`config.mk`:
```
export PLATFORM = sky130hd
export DESIGN_NAME = key_debounce
export DESIGN_NICKNAME = d
export VERILOG_FILES = /design/src/rtl/key_debounce.sv
export SDC_FILE = /design/constraint.sdc
export NUM_CORES = 1
export LEC_CHECK = 0
export ABC_CLOCK_PERIOD_IN_PS = 2300
export CAP_MARGIN = 20
export CORE_ASPECT_RATIO = 2
export CORE_MARGIN = 3
export CORE_UTILIZATION = 60
export CTS_BUF_LIST = sky130_fd_sc_hd__clkbuf_4 sky130_fd_sc_hd__clkbuf_8
export DETAILED_ROUTE_END_ITERATION = 7
export PLACE_DENSITY = 0.86
export SETUP_SLACK_MARGIN = 0.1
export SLEW_MARGIN = 15
export SYNTH_ARGS = -nofsm -noshare
export SYNTH_HDL_FRONTEND = slang
export SYNTH_SLANG_ARGS = --single-unit
```
`constraint.sdc`:
```
create_clock -name clk -period 2.3 [get_ports clk]
set_clock_uncertainty 0.1 [all_clocks]
set_input_delay 0.69 -clock clk [delete_from_list [all_inputs] [get_ports clk]]
set_output_delay 0.69 -clock clk [all_outputs]
set_load 0.02 [all_outputs]
```
`src/rtl/key_debounce.sv`:
```
// Per-key debounce: stability counter FSM per channel, registered level plus press/release pulses.
// Optional KEY_DEBOUNCE_TOGGLE_EN turns each LED into a press-toggled register.
module key_debounce #(
   parameter int unsigned CLK_FREQ_HZ = 50_000_000,
   parameter int unsigned DEBOUNCE_MS = 20,
   parameter int unsigned N_KEYS      = 4
) (
   input  logic              clk,
   input  logic              rst_n,
   input  logic [N_KEYS-1:0] key_in,
   output logic [N_KEYS-1:0] key_state,
   output logic [N_KEYS-1:0] key_press,
   output logic [N_KEYS-1:0] key_release,
   output logic [N_KEYS-1:0] led
);

   localparam int unsigned DEBOUNCE_CYCLES = CLK_FREQ_HZ / 1000 * DEBOUNCE_MS;
   localparam int unsigned CNT_W           = $clog2(DEBOUNCE_CYCLES);
   localparam logic [CNT_W-1:0] CNT_MAX    = CNT_W'(DEBOUNCE_CYCLES - 1);

   typedef enum logic [1:0] {StIdle, StPressWait, StPressed, StReleaseWait} state_e;

   for (genvar i = 0; i < N_KEYS; i++) begin : g_key
      state_e           state_q, state_d;
      logic [CNT_W-1:0] cnt_q, cnt_d;
      logic             press_d, press_q;
      logic             release_d, release_q;
      logic             level_d, level_q;

      always_ff @(posedge clk or negedge rst_n) begin
         if (!rst_n) begin
            state_q   <= StIdle;
            cnt_q     <= '0;
            press_q   <= 1'b0;
            release_q <= 1'b0;
            level_q   <= 1'b0;
         end else begin
            state_q   <= state_d;
            cnt_q     <= cnt_d;
            press_q   <= press_d;
            release_q <= release_d;
            level_q   <= level_d;
         end
      end

      // Counter only advances while staying in a WAIT state; any other move clears it.
      always_comb begin
         state_d = state_q;
         cnt_d   = '0;
         case (state_q)
            StIdle: begin
               if (key_in[i]) state_d = StPressWait;
            end
            StPressWait: begin
               if (!key_in[i])            state_d = StIdle;
               else if (cnt_q == CNT_MAX) state_d = StPressed;
               else                       cnt_d   = cnt_q + 1'b1;
            end
            StPressed: begin
               if (!key_in[i]) state_d = StReleaseWait;
            end
            StReleaseWait: begin
               if (key_in[i])             state_d = StPressed;
               else if (cnt_q == CNT_MAX) state_d = StIdle;
               else                       cnt_d   = cnt_q + 1'b1;
            end
            default: state_d = StIdle;
         endcase
      end

      always_comb begin
         press_d   = (state_q == StPressWait)   && (state_d == StPressed);
         release_d = (state_q == StReleaseWait) && (state_d == StIdle);
         level_d   = (state_d == StPressed)     || (state_d == StReleaseWait);
      end

      assign key_state[i]   = level_q;
      assign key_press[i]   = press_q;
      assign key_release[i] = release_q;

`ifdef KEY_DEBOUNCE_TOGGLE_EN
      logic led_q;

      always_ff @(posedge clk or negedge rst_n) begin
         if (!rst_n)       led_q <= 1'b0;
         else if (press_q) led_q <= ~led_q;
      end

      assign led[i] = led_q;
`else
      assign led[i] = level_q;
`endif
   end

endmodule

```
Word level (Yosys, flattened, before mapping)
Cells that the tools add are included.
- output and inout bits: 16
- logic and storage cells: 112
- bits of input ports: 6
- flip-flop bits (word level): 100
- muxes and demuxes: 44
- equality and inequality tests: 24
- add/sub/neg operators: 4
- reductions and logical operators: 20
- operators by type and width (cell ; number):
    $mux 20 ; 12
    $pmux 20 s2 ; 4
    $add 20x1->20 const B ; 4
    $eq 20x20->1 const B ; 4
    $mux 2 ; 24
    $eq 2x2->1 const B ; 16
    $pmux 2 s4 ; 4
    $logic_not 2->1 ; 8
    $eq 2x1->1 const B ; 4
    $logic_and 1x1->1 ; 8
    $logic_or 1x1->1 ; 4

Logic depth before layout (Yosys ltp)
Gate-level depths: netlist of the first run.
- depth after elaboration: 6
- mapped depth: 7

Worst setup path after synthesis of the first run
Ideal clock, no wire load.
- kind: reg2reg
- start: reg g_key[3].cnt_q[8]
- end: reg g_key[3].cnt_q[19]
- required time: 2.123 ns
- slack: 0.339 ns
- clock period less this slack: 1.961 ns
- cell stages (with the launch flop): 6
- arrival time: 1.783 ns
- path buffers: 1
- cells stage by stage: dfrtp_1 -> nand4_2 -> or4_1 -> buf_2 -> or4_1 -> a21oi_1
- longest elaborated chain between the ends: 4
- elaborated cells between the ends (all ways): 6
- ends and longest elaborated chain (element ; line ; source):
    start, declared ; 25 ; logic [CNT_W-1:0] cnt_q, cnt_d;
    start signal, assigned ; 39 ; cnt_q <= cnt_d;
    $add 20x1->20 / $eq 20x20->1 (equally long branches) ; n/a ;
    $mux 20 (*) ; 56, 64 ;
    $mux 20 (on tied branches) ; 63, 55 ;
    $pmux 20 s2 (*) ; 50 ; case (state_q)
    net g_key[3].cnt_d[19] ; 25 ;
The timed path passes the listed nets; every way through them passes the cells marked *.

Final worst setup path of the first run
- start: reg g_key[1].level_q
- end: out led[1]
- RTL lines (element ; line ; source):
    start, declared ; 28 ; logic level_d, level_q;
    start signal, assigned ; 42 ; level_q <= level_d;
    end, declared ; 14 ; output logic [N_KEYS-1:0] led
No word-level cell between the ends.

==> impl_metrics.yaml, run 1 <==
routing:
  drt_iter0_markers: 253
  drc: 0
  via_per_inst: 6.07
  antenna_left: 0
  wl_per_cell_um: 15.7
  dr_total_vias: 3630
  first_pass_iters: 5
  drt_wl_total_mm: 9.36
layout:
  fill_cells: 550
  nNetsFinal: 509
  syn2layout_area_growth_pct: 9.69
  design_area_sq_mm: 0.00532
  final_core_util_pct: 69.0
  antenna_cells: 0
  drive_gt1_share_pct: 8.73
global_routing:
  grt_pass1_wl_mm: 16.4
  grt_pass1_vias: 3745
  grt_start_max_net_pins: 47
  antenna_found_initial: 0
  overflow: 0
  grt_use_total_pct: 22.0
setup_path:
  cp-start-kind: "flop"
  critPathBufInv: 1
  crit_fanout: 2
  cp_cell_sequence: "clkdlybuf4s50_1"
  arrival_ns: 1.36
  criticalPathCategory: "reg2out"
  critical_path.max_stage_delay_ns: 0.61
  critPathTopFamily: "buffers and inverters"
  cp.required_ns: 1.51
  worst_setup_path_end_kind: "output port"
  critPathSlowestCell: "clkdlybuf4s50_1"
place:
  gp_congestion: 0.892
  dpl_cell_area_sq_mm: 0.00510
  portBuffers: 21
  pre_cts_slack_ns: 0.00568
  dp_hpwl_mm: 6.68
synthesis:
  synth_area_sq_mm: 0.00485
  ys_seq_area_share_pct: 51.0
  synth_area_leader_cell: "dfrtp_1"
  synth.top_cell.area_share_pct: 51.0
  synth-seq-cells: 99
  synth.area.top_cells: "dfrtp_1, xor2_1, nor2_1"
  synth_edf_count: 0
  syn_nets: 497
  ys_warn_count: 0
  ys.flop_type: "dfrtp_1"
  synthCells: 487
  synthArstFlopShare_pct: 100
  synth_area_per_cell_sq_um: 9.97
  ys_types: 39
clock_tree:
  cts_sinks: 99
  cts_max_level: 3
  postCtsSetupBuffers: 0
  clk_path_buf_depth: 2
  cts_tree: "done"
  clk-insertion-delay-late_ns: 0.37
  cts_buffers: 9
  path_clk_slew_ns: 0.09
  cts_root_buf: "clkbuf_8"
pwr:
  total_power_uw: 3190
  cellPowerDensity_mw_per_mm2: 599
  power.leakage_uw: 0.00210
  ir_drop_mv: 0.624
sta:
  hold_violations: 0
  worst_pin_slew_ns: 0.569
  max_freq_mhz: 466
  rsz0062_at_grt: "false"
  slew_headroom_pct: 62.1
  tns_ns: 0
  setup_viol_count_final: 0
  slew_viol_final: 0
  setup_ws_ns: 0.154
  period_share_pct: 93.3
  period_needed_ns: 2.15
job:
  maxCapViolCount: 0
floorplanning:
  dieArea_sq_mm: 0.00927
  core_sq_mm: 0.00771
  dieHeight_um: 133
  ios: 22
  die_w_um: 69.6
  rows: 45
  start_util_pct: 62.9
worst_hold_path:
  hold_class: "in2async"
outcome:
  status: "finished clean"
-- cell families after synthesis --
kind of cell	after synthesis	share of synthesized area, %
AND/OR/NAND/NOR	231	25.9
flip-flops	99	51.0
AO/OA/AOI/OAI	53	6.42
XOR/XNOR	51	9.20
buffers and inverters	42	4.79
multiplexers	7	1.62
adder cells (fa/ha/maj)	4	1.03
-- state kept, by name, indices dropped and copies added (netlist names) --
signal           flops
g_key.state_q        7
g_key.level_q        4
g_key.release_q      4
g_key.cnt_q         80
g_key.press_q        4
-- cells in the mapped netlist, drive strengths merged, types with 8 or more instances --
| cell type | number |
|---|---|
| nor3b | 8 |
| or4 | 16 |
| dfrtp | 99 |
| xnor2 | 23 |
| buf | 19 |
| or3 | 11 |
| and4 | 11 |
| o21ai | 10 |
| o31ai | 14 |
| nand3 | 31 |
| nor4 | 10 |
| clkbuf | 13 |
| a21oi | 25 |
| nand2 | 31 |
| nand4 | 21 |
| inv | 10 |
| nor2 | 60 |
| nor3 | 9 |
| xor2 | 28 |
-- routing by layer --
layer	up-vias	track usage (%)	wire, um
li1	1742	-	-
met1	1802	22.5	3490
met2	66	41.6	5390
met3	20	4.15	244
met4	0	10.9	233
met5	-	0	0
-- power by group --
part / leakage [uW] / internal [uW] / total, uW / switching (uW)
sequential: 0.00135 / 1770 / 1790 / 23.9
clock: 0.000106 / 626 / 1220 / 596
combinational: 0.000644 / 63.5 / 177 / 114
total: 0.00210 / 2460 / 3190 / 734
-- timing repair --
action / 4_1_cts / 5_1_grt
endpoints found under the setup margin: 2 / 7
gates cloned: 0 / 0
resized for setup: 2 / 2
hold buffers: 0 / 0
-- stage by stage --
step                hold slack, ns  cells
finish                       0.112    598
global route                 0.118    598
CTS                          0.107    598
detailed placement           0.386    582
global placement             0.365    582
floorplan                    0.294    487
-- layout by cell type, fill, tap and decap left out, types with 3 or more instances in the layout --
| cell | Yosys | final |
|---|---|---|
| clkbuf_8 | 0 | 9 |
| o31ai_1 | 14 | 14 |
| o21ai_0 | 10 | 10 |
| xnor2_1 | 23 | 23 |
| nor2_1 | 60 | 60 |
| nor4_1 | 10 | 10 |
| and3_1 | 7 | 7 |
| or3_1 | 8 | 8 |
| and4_1 | 10 | 10 |
| nand2_1 | 31 | 31 |
| dfrtp_1 | 99 | 99 |
| nor3b_1 | 8 | 8 |
| xor2_1 | 28 | 28 |
| clkdlybuf4s50_1 | 0 | 18 |
| nor3_1 | 9 | 9 |
| nand3_1 | 31 | 31 |
| or3_2 | 3 | 3 |
| and2_1 | 7 | 7 |
| a21oi_1 | 25 | 25 |
| nand4_1 | 20 | 20 |
| or4_1 | 16 | 14 |
| mux2_2 | 7 | 7 |
| buf_4 | 17 | 11 |
| inv_1 | 10 | 10 |
| ha_1 | 4 | 4 |
-- path summary, 6_finish.rpt --
| path | from | to | slack (ns) | cells past startpoint |
|---|---|---|---|---|
| worst max register to register | g_key[3].cnt_q[7] | g_key[3].cnt_q[18] | 0.21 | 4 |
| max in group asynchronous | rst_n | g_key[2].cnt_q[6] | 1.44 | 2 |
| worst min-delay path | rst_n | g_key[3].cnt_q[7] | 0.11 | 1 |
| min in group clk | g_key[2].cnt_q[0] | g_key[2].cnt_q[0] | 0.39 | 1 |
| worst max-delay path | g_key[1].level_q | led[1] | 0.15 | 1 |
| worst min register to register | g_key[2].cnt_q[0] | g_key[2].cnt_q[0] | 0.39 | 1 |
-- cell type report --
cell class / count / area (sq um) / share of cell area, %
Sequential cell: 99 / 2480 / 46.5
Multi-Input combinational cell: 346 / 2150 / 40.4
Timing Repair Buffer: 33 / 320 / 6.02
Clock buffer: 10 / 131 / 2.47
Tap cell: 94 / 118 / 2.21
Clock inverter: 6 / 88.8 / 1.67
Inverter: 10 / 37.5 / 0.705
Power figures use the tool's default switching activity.
==> run 2: changes to the inputs <==
Settings changed: ABC_CLOCK_PERIOD_IN_PS 2300 to 2400, CORE_UTILIZATION 60 to 30, PLACE_DENSITY 0.86 to 0.52.
Clock period 2.3 ns to 2.4 ns, I/O delays scaled along.
==> run 2 against run 1 <==
Count of clock-buffer cells in the layout rose by 3. Wire length is 4.2% higher. Flip-flop and latch count unchanged. Critical endpoint is now key_state[3]. Sequential share of layout area is 1.0 points lower. Final area up 2.2%. Sequential power decreased by 4%. Critical path type unchanged. Largest cell class unchanged. Final cell count up 18%. Non-clock buffer count shrank 2. Core utilization decreased by 35 points.
==> impl_metrics.yaml, run 2 (synthesized netlist as in run 1, its figures left out) <==
clock_tree:
  clk_path_buf_depth: 2
  cts_sinks: 99
  cts_root_buf: "clkbuf_8"
  cts_buffers: 9
  postCtsSetupBuffers: 0
  cts_hold_buffers: 0
  cts_tree: "done"
  clk-insertion-delay-late_ns: 0.38
  path_clk_slew_ns: 0.10
  cts_max_level: 3
pwr:
  p_seq_share_pct: 56.5
  ir_drop_mv: 0.196
  cellPowerDensity_mw_per_mm2: 558
  switchingPower_uw: 702
  pwr-share-clk_pct: 37.9
  comb_power_share_pct: 5.6
  netSwitchingFraction_pct: 23.1
  power.leakage_uw: 0.00211
  internal_power_uw: 2330
routing:
  drt_iter0_markers: 98
  first_pass_iters: 4
  drc: 0
  dr_total_vias: 3581
  antenna_left: 0
  wl_per_cell_um: 13.9
  via_per_inst: 5.09
  drt_wl_total_mm: 9.75
setup_path:
  critPathTopFamily: "buffers and inverters"
  criticalPathCategory: "reg2out"
  cp_cell_sequence: "clkdlybuf4s50_1"
  crit_fanout: 2
  critical_path.max_stage_delay_ns: 0.61
  critPathBufInv: 1
  critPathSlowestCell: "clkdlybuf4s50_1"
  worst_setup_path_end_kind: "output port"
  arrival_ns: 1.33
  cp-start-kind: "flop"
  cp.required_ns: 1.58
layout:
  register_area_sq_mm: 0.00248
  largest_register_ffs: 80
  fill_cells: 1615
  final_common_cell: "dfrtp_1"
  reg.largest.list: "g_key.cnt_q (80), g_key.state_q (7)"
  drive_gt1_share_pct: 8.17
  mostFrequentLayoutCells: "dfrtp_1, nor2_1, nand2_1, nand3_1, xor2_1"
  multiInputGateArea_sq_mm: 0.00215
  syn2layout_area_growth_pct: 12.1
  regMostFlops: "g_key.cnt_q"
  nNetsFinal: 507
  antenna_cells: 0
floorplanning:
  ios: 22
  rows: 65
  core_sq_mm: 0.0159
  dieArea_sq_mm: 0.0178
  dieHeight_um: 186
  start_util_pct: 30.6
  die_w_um: 95.9
job:
  maxCapViolCount: 0
sta:
  slew_headroom_pct: 59.9
  setup_viol_count_final: 0
  hold_violations: 0
  period_needed_ns: 2.15
  period_share_pct: 89.6
  worst_pin_slew_ns: 0.602
  rsz0062_at_grt: "false"
  setup_ws_ns: 0.248
  tns_ns: 0
  max_freq_mhz: 465
  slew_viol_final: 0
worst_hold_path:
  hold_class: "in2async"
global_routing:
  grt_use_total_pct: 12.0
  grt_start_max_net_pins: 32
  grt_pass1_wl_mm: 16.8
  overflow: 0
  antenna_found_initial: 1
  grt_pass1_vias: 3627
place:
  dp_hpwl_mm: 6.96
  gp_congestion: 0.798
  pre_cts_slack_ns: 0.0201
  portBuffers: 21
outcome:
  status: "finished clean"
==> run 2: changes by cell type in the layout (fill, tap and decap cells not counted) <==
| cell | before | now |
|---|---|---|
| clkbuf_8 | 9 | 12 |
| clkinvlp_4 | 2 | 0 |
| buf_4 | 11 | 9 |
| or4_1 | 14 | 15 |
| bufinv_16 | 2 | 1 |
| or4_4 | 2 | 1 |
| dlymetal6s2s_1 | 0 | 2 |
| dlygate4sd2_1 | 2 | 0 |
==> run 2: worst paths after layout <==
check / startpoint / endpoint / slack (ns) / cells past startpoint
worst max-delay path: g_key[3].level_q / key_state[3] / 0.25 / 1
worst min register to register: g_key[3].cnt_q[0] / g_key[3].cnt_q[0] / 0.39 / 1
min in group clk: g_key[3].cnt_q[0] / g_key[3].cnt_q[0] / 0.39 / 1
worst max register to register: g_key[0].cnt_q[2] / g_key[0].cnt_q[19] / 0.25 / 4
max in group asynchronous: rst_n / g_key[0].release_q / 1.34 / 2
worst min-delay path: rst_n / g_key[1].cnt_q[14] / 0.18 / 1
==> run 2: power groups by stage <==
stage | clock network, uW | registers, uW | logic (uW)
after detailed placement | 0 | 1750 | 177
after floorplan | 0 | 1740 | 96.6
after global placement | 0 | 1750 | 174
after CTS | 1210 | 1710 | 177
final | 1150 | 1710 | 171
after global routing | 1270 | 1720 | 196
==> run 2: metrics by stage <==
stage	std cells	util [%]	power, uW	instance area (sq um)	hold WS (ns)
3_5_place_dp	687	32.9	1920	5220	0.383
2_1_floorplan	487	-	1840	4850	0.324
3_3_place_gp	687	32.9	1920	5220	0.372
4_1_cts	703	34.3	3100	5430	0.179
5_1_grt	703	34.3	3190	5440	0.192
6_report	703	34.3	3040	5440	0.180
==> run 2: layout make-up <==
| class | instances | share of cell area, % |
|---|---|---|
| sequential | 99 | 45.5 |
| multi-input combinational | 346 | 39.4 |
| timing repair buffer | 31 | 5.75 |
| tap | 201 | 4.62 |
| clock buffer | 13 | 3.17 |
| clock inverter | 3 | 0.805 |
| inverter | 10 | 0.690 |
==> run 2: layer usage <==
| metal | share of wire, % | track usage, % |
|---|---|---|
| met4 | 3.8 | 7.30 |
| met2 | 55 | 21.4 |
| met1 | 39 | 12.7 |
| met3 | 2.1 | 2.31 |
| met5 | 0.13 | 0 |
==> run 2: what timing repair did <==
item                       CTS  global route
hold endpoints to repair     0             0
setup endpoints to repair    0             3
gates resized for setup      0             3
